$ cat config.mk
export PLATFORM = sky130hd
export DESIGN_NAME = trim_rx_flat
export DESIGN_NICKNAME = d
export VERILOG_FILES = /design/src/rtl/trim_rx_pkg.sv /design/src/rtl/trim_rx_if.sv /design/src/rtl/trim_rx_sync.sv /design/src/rtl/trim_rx.sv /design/src/flat_wrapper.sv
export SDC_FILE = /design/constraint.sdc
export NUM_CORES = 1
export LEC_CHECK = 0
export ABC_AREA = 1
export CAP_MARGIN = 10
export CORE_MARGIN = 4
export CORE_UTILIZATION = 35
export CTS_CLUSTER_SIZE = 40
export DETAILED_ROUTE_END_ITERATION = 10
export PLACE_DENSITY = 0.67
export SLEW_MARGIN = 20
export SYNTH_ARGS = -nofsm -noshare
export SYNTH_HDL_FRONTEND = slang
export SYNTH_SLANG_ARGS = --single-unit
export TNS_END_PERCENT = 5
$ cat constraint.sdc
create_clock -name CLK50 -period 1.3 [get_ports CLK50]
set_input_delay 0.195 -clock CLK50 [delete_from_list [all_inputs] [get_ports CLK50]]
set_output_delay 0.195 -clock CLK50 [all_outputs]
set_load 0.03 [all_outputs]
$ cat src/rtl/trim_rx_pkg.sv
// Shared definitions for the BGR trim link: word length, receiver FSM states
// and the MSB-first shift helper used by both ends of the link.
package trim_rx_pkg;

    localparam int unsigned TRIM_W = 12;

    typedef enum logic {
        ST_IDLE  = 1'b0,
        ST_SHIFT = 1'b1
    } trim_state_e;

    // MSB-first: the newest bit always enters at the LSB end.
    function automatic logic [TRIM_W-1:0] shift_in(input logic [TRIM_W-1:0] word,
                                                   input logic              bit_in);
        return {word[TRIM_W-2:0], bit_in};
    endfunction

endpackage

$ cat src/rtl/trim_rx_if.sv
// Trim link bundle: serial strobe/data from the generator side and the
// parallel trim word plus status returned by the receiver.
interface trim_rx_if #(
    parameter int unsigned WIDTH = trim_rx_pkg::TRIM_W
);
    logic             ENCLK;
    logic             DIN;
    logic [WIDTH-1:0] TRIMCODE;
    logic             VALID;
    logic             BUSY;
    logic             ERR;

    modport master (
        output ENCLK, DIN,
        input  TRIMCODE, VALID, BUSY, ERR
    );

    modport slave (
        input  ENCLK, DIN,
        output TRIMCODE, VALID, BUSY, ERR
    );
endinterface

$ cat src/rtl/trim_rx_sync.sv
// Two-flop synchronizer for the asynchronous ENCLK/DIN pair, plus rising-edge
// detect on ENCLK. DIN is delayed by the same two stages to stay bit-aligned.
module trim_sync (
    input  logic clk,
    input  logic rst,
    input  logic enclk,
    input  logic din,
    output logic rise,
    output logic d2
);
    logic e1, e2, e3;
    logic d1;

    always_ff @(posedge clk) begin
        if (rst) begin
            e1 <= 1'b0;
            e2 <= 1'b0;
            e3 <= 1'b0;
            d1 <= 1'b0;
            d2 <= 1'b0;
        end else begin
            e1 <= enclk;
            e2 <= e1;
            e3 <= e2;
            d1 <= din;
            d2 <= d1;
        end
    end

    assign rise = e2 & ~e3;

endmodule

$ cat src/rtl/trim_rx.sv
// BGR trim link receiver: oversamples ENCLK/DIN on CLK50, assembles an
// MSB-first word and presents it as TRIMCODE with VALID/BUSY/ERR status.
module trim_rx
    import trim_rx_pkg::*;
#(
    parameter int unsigned      WIDTH    = TRIM_W,
    parameter int unsigned      TIMEOUT  = 64,
    parameter logic [WIDTH-1:0] TRIM_RST = 12'h800
) (
    input  logic     CLK50,
    input  logic     RST,
    trim_rx_if.slave link
);
    localparam int unsigned BW = $clog2(WIDTH);
    localparam int unsigned TW = $clog2(TIMEOUT);
    localparam logic [BW-1:0] LAST_BIT = BW'(WIDTH - 1);
    localparam logic [TW-1:0] TO_LAST  = TW'(TIMEOUT - 1);

    logic rise, d2;

    trim_state_e      state, state_n;
    logic [WIDTH-1:0] shreg, shreg_n, shifted;
    logic [WIDTH-1:0] trimcode, trimcode_n;
    logic [BW-1:0]    bitcnt, bitcnt_n;
    logic [TW-1:0]    tocnt, tocnt_n;
    logic             valid, valid_n;
    logic             busy, busy_n;
    logic             err, err_n;

    trim_sync u_sync (
        .clk   (CLK50),
        .rst   (RST),
        .enclk (link.ENCLK),
        .din   (link.DIN),
        .rise  (rise),
        .d2    (d2)
    );

    always_ff @(posedge CLK50) begin
        if (RST) begin
            state    <= ST_IDLE;
            shreg    <= '0;
            trimcode <= TRIM_RST;
            bitcnt   <= '0;
            tocnt    <= '0;
            valid    <= 1'b0;
            busy     <= 1'b0;
            err      <= 1'b0;
        end else begin
            state    <= state_n;
            shreg    <= shreg_n;
            trimcode <= trimcode_n;
            bitcnt   <= bitcnt_n;
            tocnt    <= tocnt_n;
            valid    <= valid_n;
            busy     <= busy_n;
            err      <= err_n;
        end
    end

    assign shifted = shift_in(shreg, d2);

    always_comb begin
        state_n    = state;
        shreg_n    = shreg;
        trimcode_n = trimcode;
        bitcnt_n   = bitcnt;
        tocnt_n    = tocnt;
        valid_n    = 1'b0;
        err_n      = 1'b0;

        if (rise) begin
            shreg_n = shifted;
            tocnt_n = '0;
        end

        unique case (state)
            ST_IDLE: begin
                tocnt_n = '0;
                if (rise) begin
                    state_n  = ST_SHIFT;
                    bitcnt_n = BW'(1);
                end
            end
            ST_SHIFT: begin
                if (rise) begin
                    // Commit straight from the shifted value so VALID lands on the same edge as the last bit.
                    if (bitcnt == LAST_BIT) begin
                        state_n    = ST_IDLE;
                        bitcnt_n   = '0;
                        trimcode_n = shifted;
                        valid_n    = 1'b1;
                    end else begin
                        bitcnt_n = bitcnt + BW'(1);
                    end
                end else begin
                    if (tocnt != '1) begin
                        tocnt_n = tocnt + TW'(1);
                    end
                    if (tocnt == TO_LAST) begin
                        state_n  = ST_IDLE;
                        bitcnt_n = '0;
                        err_n    = 1'b1;
                    end
                end
            end
            default: state_n = ST_IDLE;
        endcase

        busy_n = (state_n == ST_SHIFT);
    end

    assign link.TRIMCODE = trimcode;
    assign link.VALID    = valid;
    assign link.BUSY     = busy;
    assign link.ERR      = err;

endmodule
$ cat src/flat_wrapper.sv
// flat-port wrapper written by rule: the top's interface ports become plain ports
module trim_rx_flat import trim_rx_pkg::*;
#(
    parameter int unsigned      WIDTH    = TRIM_W,
    parameter int unsigned      TIMEOUT  = 64,
    parameter logic [WIDTH-1:0] TRIM_RST = 12'h800
)
  (CLK50, RST, link_ENCLK, link_DIN, link_TRIMCODE, link_VALID, link_BUSY, link_ERR);
  trim_rx_if #(.WIDTH(WIDTH)) link_i ();
  input  logic CLK50;
  input  logic RST;
  input wire logic [$bits(link_i.ENCLK)-1:0] link_ENCLK;
  input wire logic [$bits(link_i.DIN)-1:0] link_DIN;
  output wire logic [$bits(link_i.TRIMCODE)-1:0] link_TRIMCODE;
  output wire logic [$bits(link_i.VALID)-1:0] link_VALID;
  output wire logic [$bits(link_i.BUSY)-1:0] link_BUSY;
  output wire logic [$bits(link_i.ERR)-1:0] link_ERR;
  assign link_i.ENCLK = link_ENCLK;
  assign link_i.DIN = link_DIN;
  assign link_TRIMCODE = link_i.TRIMCODE;
  assign link_VALID = link_i.VALID;
  assign link_BUSY = link_i.BUSY;
  assign link_ERR = link_i.ERR;
  trim_rx #(.WIDTH(WIDTH), .TIMEOUT(TIMEOUT), .TRIM_RST(TRIM_RST)) u_core (.CLK50(CLK50), .RST(RST), .link(link_i));
endmodule
==> impl_metrics.yaml, run 1 <==
synthesis:
  yosysTopAreaCell: "dfxtp_1"
  yosysTopAreaCellShare_pct: 52.4
  syn-num-nets: 208
  ys_types: 23
  syn_avg_cell_area_um2: 7.75
  syn_area_um2: 1570
  synth_edf_count: 0
  synthCells: 202
  async_flop_share_pct: 0
  yosys_warnings: 0
  ys_top_cells_by_area: "dfxtp_1 52%, nor2_1 14%, o21ai_0 5.4%"
  ys_seq_elements: 41
  ys_seq_area_share_pct: 52.4
  synthFlopType: "dfxtp_1"
route:
  dr_total_vias: 1296
  drc_errors: 0
  drt_wl_total_um: 2920
  viasPerCell: 4.55
  wl_per_cell_um: 10.2
  drt-pass1-iter-count: 6
  drtIter0Drc: 93
  ant_nets: 0
power:
  p_per_area_nw_per_um2: 1110
  power_mw: 2.21
  peakVddDrop_uv: 565
  p_leak_nw: 0.910
sta:
  finalCritPeriodShare_pct: 94.9
  worstMarginPinSlew_ns: 0.311
  drv_slew: 0
  fmax_ghz: 0.811
  finalSetupViolations: 0
  hold_viol_final: 0
  max-slew-margin-rel_pct: 79.3
  finalClockSkew_ns: 0.00651
  rsz0062_at_grt: "true"
  period_minus_slack_ns: 1.23
finish:
  fin_nets: 238
  final_common_cell: "nor2_1"
  fillerInstances: 431
  layout_common_cells: "58 x nor2_1, 38 x dfxtp_1, 19 x nand2_1"
  drive_gt1_share_pct: 16.7
  syn2layout_area_growth_pct: 27.2
  fin_area_um2: 1990
  antenna-diode-count: 0
placement:
  place_congestion: 0.808
  numPortBuffers: 18
  placed_area_um2: 1870
  dp_hpwl_um: 2040
floorplan:
  die-width_um: 74.9
  die_h_um: 74.9
  core_area_um2: 4350
  start_util_pct: 36.0
  rows: 24
  ios: 19
  die-area_um2: 5610
setup_path:
  critPathMaxFanout: 4
  startpoint_type: "flop"
  rrSetupSlack_ns: 0.07
  worstPathArrival_ns: 1.41
  required_ns: 1.48
  crit_path_end_kind: "flop"
  rr_worst_depth: 6
  timing.rr.end: "u_core.tocnt[1]$_SDFF_PP0_"
  regToRegStartpoint: "u_core.tocnt[1]$_SDFF_PP0_"
  critPathKind: "flop to flop"
global_route:
  grt_first_pass_wirelength_um: 4940
  met1_usage_pct: 14.5
  grt_util_all_layers_pct: 11.3
  top_usage_layer: "met2"
  grt_max_degree: 27
  grt_pass1_vias: 1153
  grt_antenna_before_repair: 0
  globalRouteMet3Util_pct: 2.80
  grt-ovfl-total: 0
  globalRouteMet2Util_pct: 17.9
clock_network:
  clkTransAtPathRegs_ns: 0.07
  cts.path.max_buffers: 2
  htreeDepth: 2
  cts_inserted_buffers: 5
  cts_root_buf: "clkbuf_8"
  clock-sinks: 41
  cts_setup_buffers: 0
  cts_tree: "yes"
  insertion_delay_ns: 0.28
hold_path:
  min-delay-start: "u_core.u_sync.e1$_SDFF_PP0_"
  min_to: "u_core.u_sync.e2$_SDFF_PP0_"
  min_path_type: "flop to flop"
  holdPathStages: 2
run_status:
  status: "completed"
job:
  maxCapViolations: 0
[what timing repair did]
item,CTS,global route
gates resized for setup,16,16
hold buffers,0,0
endpoints found under the setup margin,27,20
pin swaps,0,1
[worst max-delay path, cell delays in order (launching register included)]
cell and delay [ns]:
dfxtp_1 0.36, ha_1 0.18, nand2_1 0.11, nor2_1 0.18, inv_1 0.11, o21ai_1 0.14, nor2_1 0.05
[power breakdown]
group	switching, mW	total, mW	internal [mW]
Combinational	0.0661	0.115	0.0485
Sequential	0.0217	1.30	1.28
Clock	0.424	0.794	0.370
[worst max path at each step]
stage               slack (ns)                                    end  cells after the start                           from
floorplan                 0.02  u_core.link.TRIMCODE[10]$_SDFFE_PP0P_                      7  u_core.bitcnt[0]$_SDFFE_PP0P_
global placement         0.009   u_core.link.TRIMCODE[9]$_SDFFE_PP0P_                      7  u_core.bitcnt[0]$_SDFFE_PP0P_
detailed placement       -0.06  u_core.link.TRIMCODE[10]$_SDFFE_PP0P_                      7  u_core.bitcnt[0]$_SDFFE_PP0P_
CTS                      0.004   u_core.link.TRIMCODE[2]$_SDFFE_PP0P_                      6  u_core.bitcnt[1]$_SDFFE_PP0P_
global route             -0.08             u_core.tocnt[1]$_SDFF_PP0_                      6     u_core.tocnt[1]$_SDFF_PP0_
finish                    0.07             u_core.tocnt[1]$_SDFF_PP0_                      6     u_core.tocnt[1]$_SDFF_PP0_
[cells by family (layout without fill, tap and decap cells)]
logic type / after synthesis / count (layout) / share of synthesized area [%]
compound gates: 36 / 36 / 11.6
xor+xnor: 1 / 1 / 0.559
fa+ha+maj: 2 / 2 / 1.60
buf+inv: 28 / 59 / 7.99
flops: 41 / 41 / 52.4
simple gates: 94 / 94 / 25.9
[cell usage after synthesis, types with 2 or more instances]
cell type,n
o21ai_0,17
dfxtp_1,41
buf_6,2
clkbuf_1,4
nand3_1,9
inv_1,17
a21oi_1,6
o21ai_1,12
nand2_1,20
inv_2,2
ha_1,2
nor2_1,59
[sequential cells by signal, indices dropped and copies added (netlist names), 4 cells and up]
register	count
u_core.bitcnt	4
u_core.link.TRIMCODE	12
u_core.shreg	11
u_core.tocnt	6
[metal layers]
metal	routed length [um]	part of all wire, %
met5	0	0
met4	38	1.3
met3	108	3.7
met2	1380	47
met1	1390	48
[cell type report]
| cell class | count | area (um^2) | area share [%] |
|---|---|---|---|
| multi-input cells | 133 | 661 | 33.1 |
| well taps | 52 | 65.1 | 3.26 |
| flip-flops and latches | 41 | 825 | 41.4 |
| inverters | 21 | 93.8 | 4.71 |
| clock inverters | 3 | 17.5 | 0.879 |
| clock buffers | 5 | 68.8 | 3.45 |
| repair buffers | 30 | 263 | 13.2 |
[per-stage QoR]
stage	util [%]	setup TNS, ns	hold slack (ns)	setup slack, ns	instances
floorplan	-	0	0.302	0.0154	202
global placement	42.9	0	0.390	0.00914	277
detailed placement	42.9	-0.487	0.397	-0.0629	277
CTS	44.7	0	0.409	0.00381	285
global route	45.8	-0.199	0.417	-0.0847	285
finish	45.8	0	0.407	0.0667	285
Power figures use the tool's default switching activity.
==> run 2: changes to the inputs <==
--- a/config.mk
+++ b/config.mk
@@ -7,7 +7,7 @@
 export LEC_CHECK = 0
 export ABC_AREA = 1
 export CAP_MARGIN = 10
-export CORE_MARGIN = 4
+export CORE_MARGIN = 8
 export CORE_UTILIZATION = 35
 export CTS_CLUSTER_SIZE = 40
 export DETAILED_ROUTE_END_ITERATION = 10
==> run 2 against run 1 <==
Effect of this change:
- sequential share of layout area fell by 1.6 points
- hold slack improved by 0.0029 ns
- via count rose by 3.2%
- maximum frequency fell by 1.1%
- clock skew rose by 0.0024 ns
- combinational power barely moved
- critical path depth fell by 5
- non-clock buffer count rose by 3
- clock power rose by 55%
- wire length rose by 6.4%
- worst setup slack got worse by 0.013 ns
- critical path type is now flop to output port
- largest power group unchanged
==> impl_metrics.yaml, run 2 (synthesis gave the netlist of run 1 again) <==
clock_network:
  clkTransAtPathRegs_ns: 0.09
  clock-sinks: 41
  cts_inserted_buffers: 5
  insertion_delay_ns: 0.30
  cts.path.max_buffers: 2
  cts_root_buf: "clkbuf_8"
  htreeDepth: 2
  cts_tree: "yes"
  cts.hold.buffers_added: 0
sta:
  period_minus_slack_ns: 1.25
  finalClockSkew_ns: 0.00891
  max-slew-margin-rel_pct: 79.0
  finalCritPeriodShare_pct: 95.9
  finalSetupViolations: 0
  fin_ws_ns: 0.0536
  hold_viol_final: 0
  drv_slew: 0
  fmax_ghz: 0.802
  finalSetupTns_ns: 0
  worstMarginPinSlew_ns: 0.316
route:
  drc_errors: 0
  dr_total_vias: 1338
  drtIter0Drc: 142
  drt_wl_total_um: 3100
  drt-pass1-iter-count: 4
  wl_per_cell_um: 10.8
  ant_nets: 0
  viasPerCell: 4.65
floorplan:
  die-width_um: 82.9
  ios: 19
  start_util_pct: 36.2
  die_h_um: 82.9
  core_area_um2: 4320
  die-area_um2: 6870
  rows: 24
power:
  p_per_area_nw_per_um2: 1270
  p_leak_nw: 0.947
  peakVddDrop_uv: 581
job:
  maxCapViolations: 0
finish:
  syn2layout_area_growth_pct: 32.9
  layout_common_cells: "58 x nor2_1, 36 x dfxtp_1, 18 x nand2_1"
  fin_nets: 241
  final_common_cell: "nor2_1"
  drive_gt1_share_pct: 20.3
  largest_reg_flops: 12
  antenna-diode-count: 0
hold_path:
  holdPathStages: 2
  min_path_type: "flop to flop"
  min-delay-start: "u_core.u_sync.e1$_SDFF_PP0_"
setup_path:
  cp_top_family: "buffers and inverters"
  crit_path_start: "u_core.link.TRIMCODE[11]$_SDFFE_PP1P_"
  worstSetupPathDepth: 1
  required_ns: 1.11
  startpoint_type: "flop"
  worstPathArrival_ns: 1.05
  rr_worst_depth: 6
  crit_path_end_kind: "output port"
  crit_slowest_cell: "dlygate4sd2_1"
  regToRegStartpoint: "u_core.bitcnt[1]$_SDFFE_PP0P_"
  critPathMaxFanout: 2
  path_buf_inv: 1
  path_cells: "dlygate4sd2_1"
  cp_slowest_stage_delay_ns: 0.40
  critPathKind: "flop to output port"
run_status:
  status: "completed"
global_route:
  grt_first_pass_wirelength_um: 5950
  grt_pass1_vias: 1328
  grt_max_degree: 24
  grt_antenna_before_repair: 0
  grt_util_all_layers_pct: 10.1
  grt-ovfl-total: 0
placement:
  place_congestion: 0.814
  dp_hpwl_um: 2140
  dp_worst_setup_slack_ns: -0.0595
  numPortBuffers: 18
## run 2: power by group
| part | switching [mW] | internal, mW |
|---|---|---|
| Combinational | 0.0676 | 0.0505 |
| Clock | 0.452 | 0.773 |
| Sequential | 0.0221 | 1.28 |
| Total | 0.542 | 2.11 |
## run 2: final cells by class
cell class                      count  area, um^2
Inverter                           21        93.8
Timing Repair Buffer               33         287
Sequential cell                    41         827
Clock inverter                      3        68.8
Fill cell                         442        2240
Tap cell                           52        65.1
Clock buffer                        5        68.8
Multi-Input combinational cell    133         672
## run 2: repair_timing
item | in CTS | in global routing
setup buffers | 0 | 0
gates resized for setup | 17 | 22
pin swaps | 0 | 2
endpoints found under the setup margin | 28 | 25
## run 2: worst paths after layout
path	to	slack, ns
setup / recovery	link_TRIMCODE[11]	0.05
hold / removal	u_core.u_sync.e2$_SDFF_PP0_	0.41
setup reg to reg	u_core.link.TRIMCODE[4]$_SDFFE_PP0P_	0.06
hold reg to reg	u_core.u_sync.e2$_SDFF_PP0_	0.41
## run 2: stage by stage
stage               std cells  power [mW]  hold WS (ns)  instance area, um^2  util, %
floorplan                 202        1.40         0.302                 1570        -
global placement          280        1.44         0.393                 1890     43.8
detailed placement        280        1.44         0.399                 1890     43.8
CTS                       288        2.68         0.408                 2020     46.7
global route              288        2.78         0.429                 2080     48.1
finish                    288        2.65         0.410                 2080     48.1
## run 2: tightest hold or removal path, cell delays in order, from the launching register on
cell	delay, ns
dfxtp_1	0.30
inv_1	0.04
nor2_1	0.03
## run 2: layer usage
metal | routed length, um | GRT usage [%]
met5 | 0 | 0
met4 | 75 | 5.27
met3 | 134 | 3.52
met2 | 1420 | 16.0
met1 | 1480 | 11.8
==> edit (settings of run 1) <==
`shreg` no longer has a reset.
--- a/src/rtl/trim_rx.sv
+++ b/src/rtl/trim_rx.sv
@@ -41,3 +41,2 @@
             state    <= ST_IDLE;
-            shreg    <= '0;
             trimcode <= TRIM_RST;
@@ -50,3 +49,2 @@
             state    <= state_n;
-            shreg    <= shreg_n;
             trimcode <= trimcode_n;
@@ -58,2 +56,6 @@
         end
+    end
+
+    always_ff @(posedge CLK50) begin
+        shreg <= shreg_n;
     end
Behaviour: no difference found for any inputs over 10 cycles, from zero or initial values and one cycle with RST high; that may be too few to reach the edited logic, so the function may still have changed.
==> edit against run 1 <==
  * Non-clock buffer count is 2 lower
  * Synthesized cell count down 19%
  * Area after synthesis is 3.8% lower
  * Combinational power decreased by 26%
  * Power up 10%
  * Cell area is 3.3% lower
  * Setup slack improved by 0.0014 ns
  * Global-route usage is 0.20 points lower
  * Utilization grew 1.4 points
  * Via count is 13% lower
  * Maximum frequency increased by 0.11%
  * Sequential cell count unchanged
  * Routed wire length fell by 9.9%
  * Critical path type is now reg2out
  * Largest cell class unchanged
==> edit: results <==
{
  "gp_congestion": 0.751,
  "ys_types": 20,
  "wl_met1_mm": 1.22,
  "fin_crit_sh_pct": 94.8,
  "cp_max_fo": 2,
  "met3WireLength_um": 131,
  "firstDrtPassIters": 4,
  "p_seq_share_pct": 54.6,
  "critPathTopFamily": "buffers and inverters",
  "dp_cells": 238,
  "drive_above_1_share_pct": 17.3,
  "placed_area_um2": 1790,
  "crit_start": "u_core.link.TRIMCODE[0]$_SDFFE_PP0P_",
  "yosysSeqAreaShare_pct": 61.7,
  "syn_avg_cell_area_um2": 9.19,
  "drt_iter0_drc": 44,
  "track_usage_pct": 11.1,
  "skew_ns": 0.00718,
  "grt_pass1_vias": 1124,
  "drt_wl_total_mm": 2.63,
  "p_int_mw": 1.93,
  "dpl.hpwl_mm": 1.89,
  "drt-wirelength-per-cell_um": 10.7,
  "p_leak_nw": 0.815,
  "critPathCapture": "link_TRIMCODE[0]",
  "status": "finished, final reports clean",
  "grt_max_degree": 15,
  "final.fill_count": 409,
  "met1_usage_pct": 13.0,
  "critPathArrivalTime_ns": 1.04,
  "slowest_stage": "clkdlybuf4s15_1",
  "synth-edff-count": 11,
  "r2r-end": "u_core.link.TRIMCODE[9]$_SDFFE_PP0P_",
  "grtUsageMet2_pct": 17.5,
  "grtUsageMet3_pct": 3.01,
  "nets": 201
}
edit: cell types whose count changed after synthesis, moves of 2 or more:
cell / before / now
a21oi_1: 6 / 9
edfxtp_1: 0 / 11
nor2_1: 59 / 37
o21ai_0: 17 / 8
dfxtp_1: 41 / 30
clkbuf_1: 4 / 2
o21ai_1: 12 / 9
edit: area by class of cell:
cell class	count	area [um^2]	share of cell area (%)
clock buffer	5	68.8	3.57
sequential	41	933	48.4
tap	50	62.6	3.25
multi-input combinational	100	500	26.0
clock inverter	3	46.3	2.40
timing repair buffer	28	236	12.3
inverter	19	78.8	4.09
edit: cells by family (layout without fill, tap and decap cells):
kind of cell	Yosys count	after routing	share of synthesized area [%]
XOR/XNOR	1	1	0.581
adder cells (fa/ha/maj)	2	2	1.66
buffers and inverters	23	55	6.81
flip-flops	41	41	61.7
AND/OR/NAND/NOR	71	71	20.6
AO/OA/AOI/OAI	26	26	8.63
